`config.mk`:
```
export PLATFORM = sky130hd
export DESIGN_NAME = pcm_tx_scheduler
export DESIGN_NICKNAME = d
export VERILOG_FILES = /design/src/rtl/pcm_tx_scheduler.sv
export SDC_FILE = /design/constraint.sdc
export NUM_CORES = 1
export LEC_CHECK = 0
export CAP_MARGIN = 30
export CORE_AREA = 2 2 141 130
export DETAILED_ROUTE_END_ITERATION = 10
export DIE_AREA = 0 0 143 132
export SLEW_MARGIN = 10
export SYNTH_ARGS = -nofsm -noshare
export SYNTH_HDL_FRONTEND = slang
export SYNTH_SLANG_ARGS = --single-unit
```
`constraint.sdc`:
```
create_clock -name clk -period 6 [get_ports clk]
set_input_delay 1.5 -clock clk [delete_from_list [all_inputs] [get_ports clk]]
set_output_delay 1.5 -clock clk [all_outputs]
set_load 0.1 [all_outputs]
```
`src/rtl/pcm_tx_scheduler.sv`:
```
// pcm_tx_scheduler: arbitrates mic/music PCM words into a FIFO and
// issues one word per sample tick to the SPI transmitter.
module pcm_tx_scheduler #(
  parameter int CLK_DIV    = 375,
  parameter int FIFO_DEPTH = 8,
  parameter int STRETCH    = 8,
  parameter int CS_TIMEOUT = 300
) (
  input  logic                        clk,
  input  logic                        reset,
  input  logic [1:0]                  mode,
  input  logic [15:0]                 mic_data,
  input  logic                        mic_valid,
  output logic                        mic_ready,
  input  logic [15:0]                 mus_data,
  input  logic                        mus_valid,
  output logic                        mus_ready,
  output logic [15:0]                 pcm_data,
  output logic                        pcm_valid,
  input  logic                        cs_n,
  input  logic                        status_clr,
  output logic                        underrun,
  output logic                        cs_timeout,
  output logic                        tick_miss,
  output logic [$clog2(FIFO_DEPTH):0] fifo_level
);

  localparam int AW = $clog2(FIFO_DEPTH);
  localparam int CW = $clog2(CLK_DIV);
  localparam int SW = $clog2(STRETCH + 1);
  localparam int TW = $clog2(CS_TIMEOUT + 1);

  localparam logic [CW-1:0] TICK_LAST = CW'(CLK_DIV - 1);
  localparam logic [SW-1:0] STR_LAST  = SW'(STRETCH - 1);
  localparam logic [TW-1:0] TMO_LAST  = TW'(CS_TIMEOUT - 1);
  localparam logic [AW:0]   FULL_LVL  = (AW + 1)'(FIFO_DEPTH);

  typedef enum logic [1:0] {
    S_IDLE,
    S_PULSE,
    S_WAIT_LOW,
    S_WAIT_HIGH
  } state_t;

  state_t        state_q, state_d;
  logic [CW-1:0] cnt_q, cnt_d;
  logic [SW-1:0] str_q, str_d;
  logic [TW-1:0] tmo_q, tmo_d;
  logic          cs_s1_q, cs_s2_q;
  logic [AW-1:0] wr_ptr_q, wr_ptr_d;
  logic [AW-1:0] rd_ptr_q, rd_ptr_d;
  logic [AW:0]   count_q, count_d;
  logic          rr_q, rr_d;
  logic [15:0]   pcm_data_q, pcm_data_d;
  logic          pcm_valid_q, pcm_valid_d;
  logic          underrun_q, underrun_d;
  logic          cs_timeout_q, cs_timeout_d;
  logic          tick_miss_q, tick_miss_d;
  logic [15:0]   mem_q [FIFO_DEPTH];

  logic        tick;
  logic        full;
  logic        empty;
  logic        mic_rdy;
  logic        mus_rdy;
  logic        push_mic;
  logic        push_mus;
  logic        push;
  logic [15:0] push_data;
  logic        pop;
  logic        underrun_set;
  logic        timeout_set;
  logic        tick_miss_set;

  assign tick  = (cnt_q == TICK_LAST);
  assign full  = (count_q == FULL_LVL);
  assign empty = (count_q == '0);

  // rr_q=0: mic wins the next contested cycle
  always_comb begin
    mic_rdy = 1'b0;
    mus_rdy = 1'b0;
    unique case (mode)
      2'd0: mic_rdy = !full;
      2'd1: mus_rdy = !full;
      2'd2: begin
        if (mic_valid && mus_valid) begin
          mic_rdy = !full && !rr_q;
          mus_rdy = !full && rr_q;
        end else begin
          mic_rdy = !full && mic_valid;
          mus_rdy = !full && mus_valid;
        end
      end
      default: ;
    endcase
  end

  assign push_mic  = mic_valid && mic_rdy;
  assign push_mus  = mus_valid && mus_rdy;
  assign push      = push_mic || push_mus;
  assign push_data = push_mic ? mic_data : mus_data;

  always_comb begin
    cnt_d = tick ? '0 : cnt_q + CW'(1);
    rr_d  = rr_q;
    if (mode == 2'd2 && push)
      rr_d = push_mic;
  end

  always_comb begin
    state_d       = state_q;
    str_d         = str_q;
    tmo_d         = tmo_q;
    pcm_data_d    = pcm_data_q;
    pcm_valid_d   = pcm_valid_q;
    pop           = 1'b0;
    underrun_set  = 1'b0;
    timeout_set   = 1'b0;
    tick_miss_set = tick && (state_q != S_IDLE);
    if (state_q == S_IDLE) begin
      if (tick && !empty) begin
        pop         = 1'b1;
        pcm_data_d  = mem_q[rd_ptr_q];
        pcm_valid_d = 1'b1;
        str_d       = '0;
        tmo_d       = '0;
        state_d     = S_PULSE;
      end else if (tick) begin
        underrun_set = 1'b1;
      end
    end else begin
      tmo_d = tmo_q + TW'(1);
      if (tmo_q == TMO_LAST) begin
        timeout_set = 1'b1;
        pcm_valid_d = 1'b0;
        state_d     = S_IDLE;
      end else if (state_q == S_PULSE) begin
        if (str_q == STR_LAST) begin
          pcm_valid_d = 1'b0;
          state_d     = S_WAIT_LOW;
        end else begin
          str_d = str_q + SW'(1);
        end
      end else if (state_q == S_WAIT_LOW) begin
        if (!cs_s2_q)
          state_d = S_WAIT_HIGH;
      end else if (cs_s2_q) begin
        state_d = S_IDLE;
      end
    end
  end

  always_comb begin
    wr_ptr_d = wr_ptr_q + AW'(push);
    rd_ptr_d = rd_ptr_q + AW'(pop);
    unique case ({push, pop})
      2'b10:   count_d = count_q + (AW + 1)'(1);
      2'b01:   count_d = count_q - (AW + 1)'(1);
      default: count_d = count_q;
    endcase
  end

  // a new event wins over a clear in the same cycle
  always_comb begin
    underrun_d   = underrun_set || (underrun_q && !status_clr);
    cs_timeout_d = timeout_set || (cs_timeout_q && !status_clr);
    tick_miss_d  = tick_miss_set || (tick_miss_q && !status_clr);
  end

  always_ff @(posedge clk) begin
    if (push)
      mem_q[wr_ptr_q] <= push_data;
  end

  always_ff @(posedge clk) begin
    if (reset) begin
      state_q      <= S_IDLE;
      cnt_q        <= '0;
      str_q        <= '0;
      tmo_q        <= '0;
      cs_s1_q      <= 1'b1;
      cs_s2_q      <= 1'b1;
      wr_ptr_q     <= '0;
      rd_ptr_q     <= '0;
      count_q      <= '0;
      rr_q         <= 1'b0;
      pcm_data_q   <= '0;
      pcm_valid_q  <= 1'b0;
      underrun_q   <= 1'b0;
      cs_timeout_q <= 1'b0;
      tick_miss_q  <= 1'b0;
    end else begin
      state_q      <= state_d;
      cnt_q        <= cnt_d;
      str_q        <= str_d;
      tmo_q        <= tmo_d;
      cs_s1_q      <= cs_n;
      cs_s2_q      <= cs_s1_q;
      wr_ptr_q     <= wr_ptr_d;
      rd_ptr_q     <= rd_ptr_d;
      count_q      <= count_d;
      rr_q         <= rr_d;
      pcm_data_q   <= pcm_data_d;
      pcm_valid_q  <= pcm_valid_d;
      underrun_q   <= underrun_d;
      cs_timeout_q <= cs_timeout_d;
      tick_miss_q  <= tick_miss_d;
    end
  end

  assign mic_ready  = mic_rdy;
  assign mus_ready  = mus_rdy;
  assign pcm_data   = pcm_data_q;
  assign pcm_valid  = pcm_valid_q;
  assign underrun   = underrun_q;
  assign cs_timeout = cs_timeout_q;
  assign tick_miss  = tick_miss_q;
  assign fifo_level = count_q;

endmodule

```
== After elaboration in Yosys (flattened, before gate mapping) ==
Memories as Yosys holds them, arrays and structs flattened. A register that Yosys moved wholly into a read port is not among the register bits.
Cells that the tools add are included.
Cells by class
  add/sub/neg operators: 7
  eq/ne operators: 15
  multiplexer cells: 35
  reduce and logical (&&, ||, !) cells: 35
Operators with widths (number)
  $mux 4: 5
  $add 9x1->9 const B: 2
  $eq 9x9->1 const B: 2
  $mux 9: 2
  $mux 1: 16
  $mux 16: 1
  $mux 2: 8
  $logic_and 1x1->1: 13
  $add 4x1->4 const B: 2
  $pmux 4 s2: 1
  $reduce_and 4->1: 2
  $add 3x1->3: 2
  $eq 2x1->1 const B: 3
  $eq 2x2->1 const B: 3
  $reduce_bool 2->1: 3
  $reduce_bool 3->1: 2
  $ne 5x5->1 const B: 1
  $reduce_bool 5->1: 1
  $eq 4x3->1 const B: 1
  $eq 4x4->1 const B: 1
  $logic_not 1->1: 4
  $logic_not 2->1: 2
  $logic_not 4->1: 1
  $logic_or 1x1->1: 4
  8 further kinds: 10
Word-level totals
  bits in registers: 41
  bits in writable memories: 128
  input bits: 40
  output and inout port bits: 26
  word-level logic and storage cells: 107
  memories: 1
Memories
  mem_q: depth 8, width 16, read ports 1, clocked after Yosys merged registers in 1, write ports 1, RTL line 59  | logic [15:0] mem_q [FIFO_DEPTH];

== Logic depth before layout (Yosys ltp) ==
  depth in word-level cells: 9
  gate-level depth with buffers: 13
  mapped depth without buffers: 13

== Least setup slack after synthesis ==
Ideal clock, no wire load.
  kind: input to output
  start: input mode[0]
  end: output mic_ready
  data arrival time: 3.427 ns
  required time: 4.500 ns
  slack: 1.073 ns
  cell stages on the path: 5
  buffers on the path: 0
  path through: inv_1 -> ha_1 -> a21boi_0 -> a21oi_1 -> nor2_1
On the way
  word-level cells in the longest chain between the ends: 2
  elaborated cells on any way between the ends: 3
  those cells by class: 1 x eq/ne; 1 x mux; 1 x reduce/logical
Ends and longest elaborated chain
  start: declaration: RTL line 11  | input logic [1:0] mode,
  $eq 2x2->1 or $logic_not 2->1 (tied branches): RTL line 83  | unique case (mode)
  $pmux 1 s2 (*): RTL line 83
  end: declaration: RTL line 14  | output logic mic_ready,
Mark *: on every way between the ends. The rest lies on a longest branch, timed or not.

== Final worst setup path ==
Same ends and word-level chain as after synthesis.

==> results.py <==
metrics = {
    "cells_and_area": {
        "design_area_um2": 9350,
        "drive_above_1_share_pct": 20.7,
        "regArea_um2": 4990,
        "final_common_cell": "edfxtp_1",
        "multi_input_area_um2": 2600,
        "fill_cells": 1412,
        "n_antenna_cell": 0,
        "nets": 639,
        "layout_common_cells": "edfxtp_1, clkdlybuf4s50_1, dfxtp_1, nor2_1, mux4_2",
        "area_growth_pct": 21.6,
    },
    "synthesis": {
        "async_flop_share_pct": 0,
        "netlist_area_um2": 7690,
        "synth.ff_latch_count": 185,
        "synth_cell_types": 55,
        "syn_nets": 559,
        "avgSynthCellArea_um2": 15.3,
        "synth-seq-area-share_pct": 64.8,
        "yosys_warnings": 0,
        "synth-edff-count": 128,
        "ys.flop_type": "edfxtp_1",
        "netlist_instances": 502,
    },
    "worst_setup_path": {
        "max_stage_delay_ps": 420,
        "worst_path_max_delay_cell": "clkdlybuf4s50_1",
        "critPathArrivalTime_ps": 3140,
        "crit_fanout": 4,
        "critical_path_class": "in -> out",
        "endpoint_kind": "output pin",
        "path_delay_family": "buffers and inverters",
        "critPathLaunch": "mode[0]",
        "crit_chain": "clkdlybuf4s50_1 > inv_1 > ha_1 > a21boi_0 > a21oi_1 > nor2_1 > buf_4",
        "crit_buf_inv": 3,
        "required_ps": 4500,
        "startpoint_type": "input port",
        "r2r-start": "state_q[0]",
    },
    "sta": {
        "maxSlewViolCount": 0,
        "setup_tns_ps": 0,
        "slew_headroom_pct": 34.3,
        "setup_viol": 0,
        "worst_slack_ps": 1360,
        "fmax_mhz": 215,
        "finalClockSkew_ps": 12.6,
        "period_needed_ps": 4640,
        "post-route-period-util_pct": 77.3,
        "worst_pin_slew_ps": 982,
        "rsz0062_at_grt": "no",
        "report.final.hold_viol_count": 0,
    },
    "min_path": {
        "hp-start": "cs_s1_q",
        "hold_class": "reg -> reg",
    },
    "detailed_routing": {
        "drtAntennaViolNets": 0,
        "viasPerCell": 5.37,
        "drt-total-wl_mm": 15.6,
        "dr.pass1.iters": 4,
        "wl_per_cell_um": 18.7,
        "first_iter_violations": 219,
        "drc": 0,
        "vias": 4481,
    },
    "floorplanning": {
        "core_area_um2": 17300,
        "rows": 46,
        "die_area_um2": 18900,
        "die_height_um": 132,
        "die_w_um": 143,
        "initial_utilization_pct": 44.4,
        "io_pins": 66,
    },
    "cts": {
        "cts_buffer_depth": 2,
        "clk_pin_slew_ps": 70,
        "cts_sinks": 185,
        "tritoncts": "done",
        "root_buffer": "clkbuf_16",
        "htreeDepth": 4,
        "cts_buffers": 17,
        "post_cts_buffers": 0,
        "ctsResizeCount": 0,
        "insertion_delay_ps": 430,
        "cts_hold_buf": 0,
    },
    "grt": {
        "grt_pass1_vias": 4768,
        "gr-total-overflow": 0,
        "antenna_found_initial": 0,
        "grt_first_pass_wirelength_mm": 25.6,
        "grt_max_degree": 41,
        "grt.total_usage_pct": 18.0,
    },
    "power_and_ir_drop": {
        "powerDensity_nw_per_um2": 292,
        "cellLeakagePower_uw": 0.00304,
        "ir_worst_vdd_mv": 0.187,
        "power_uw": 2730,
    },
    "placement": {
        "preCtsSetupSlack_ps": 1320,
        "dp_hpwl_mm": 9.75,
        "placed_area_um2": 8710,
        "port_buffers": 65,
        "gp_congestion": 0.807,
    },
    "run_status": {
        "status": "finished, final reports clean",
    },
    "flow_run": {
        "cap_violations": 0,
    },
}
==> where the power goes <==
group,internal (uW),switching [uW],leakage (uW)
combinational,68.8,92.2,0.00111
sequential,1390,12.3,0.00162
clock,641,526,0.000309
total,2100,631,0.00304
==> state kept, by name, summed over array words and instances (netlist names), 2 cells and up <==
signal	flops
state_q	2
tmo_q	9
pcm_data	16
str_q	4
wr_ptr_q	3
cnt_q	9
mem_q	128
rd_ptr_q	3
fifo_level	4
==> per-stage QoR <==
| stage | hold WS (ps) | std cells | util, % |
|---|---|---|---|
| finish | 428 | 835 | 54.0 |
| global route | 447 | 835 | 54.0 |
| CTS | 432 | 834 | 53.9 |
| detailed placement | 415 | 802 | 50.3 |
| global placement | 416 | 802 | 50.3 |
| floorplan | 389 | 502 | - |
==> final timing paths <==
| kind | endpoint | slack, ps | cells after the start |
|---|---|---|---|
| max reg2reg | fifo_level[2] | 2760 | 11 |
| min | cs_s2_q | 430 | 1 |
| max | mic_ready | 1360 | 7 |
| min reg2reg | cs_s2_q | 430 | 1 |
==> layer usage <==
metal  GRT usage (%)  part of all wire, %  up-vias
li1                -                    -     2117
met1            24.1                   44     2241
met2            28.9                   49      116
met3            5.30                  5.8        7
met4            4.46                 0.60        0
met5               0                    0        -
==> cell type report <==
class,instances,share of cell area (%)
Inverter,11,0.442
Sequential cell,185,53.3
Multi-Input combinational cell,284,27.8
Clock inverter,15,2.22
Timing Repair Buffer,83,8.39
Tap cell,240,3.21
Clock buffer,17,4.55
==> synthesized netlist by cell type, types with 2 or more instances <==
| cell type | instances | share of area (%) |
|---|---|---|
| and3_1 | 5 | 0.41 |
| nor2b_1 | 5 | 0.41 |
| nand4b_1 | 4 | 0.46 |
| or3_1 | 7 | 0.57 |
| ha_1 | 17 | 2.8 |
| dfxtp_1 | 57 | 15 |
| or2_2 | 3 | 0.24 |
| nand3_1 | 9 | 0.59 |
| nand4_1 | 4 | 0.33 |
| buf_6 | 4 | 0.59 |
| mux2_2 | 16 | 2.3 |
| mux4_2 | 32 | 9.4 |
| nor4b_1 | 6 | 0.68 |
| a31o_2 | 2 | 0.23 |
| o21a_1 | 3 | 0.29 |
| o211ai_1 | 2 | 0.20 |
| nor2_1 | 40 | 2.0 |
| inv_1 | 11 | 0.54 |
| edfxtp_1 | 128 | 50 |
| clkbuf_1 | 8 | 0.39 |
| nand2b_1 | 5 | 0.41 |
| xnor2_1 | 6 | 0.68 |
| a21oi_1 | 15 | 0.98 |
| a211oi_1 | 16 | 1.6 |
| nor4_1 | 6 | 0.49 |
| nand2_1 | 16 | 0.78 |
| and4b_1 | 2 | 0.26 |
| o21ai_0 | 9 | 0.59 |
| mux2i_1 | 18 | 2.3 |
| a22oi_1 | 3 | 0.29 |
| a31oi_1 | 2 | 0.16 |
| buf_2 | 5 | 0.33 |
| buf_1 | 4 | 0.20 |
| xor2_1 | 8 | 0.91 |
| nor3_1 | 4 | 0.26 |
==> kinds of logic after synthesis <==
logic type	count (synthesis)	share of synthesized area, %
buf+inv	33	2.13
mux	66	14.1
compound gates	61	5.30
flops	185	64.8
xor+xnor	14	1.59
fa+ha+maj	17	2.77
simple gates	126	9.34
No activity file was read; power rests on OpenSTA's default activity.
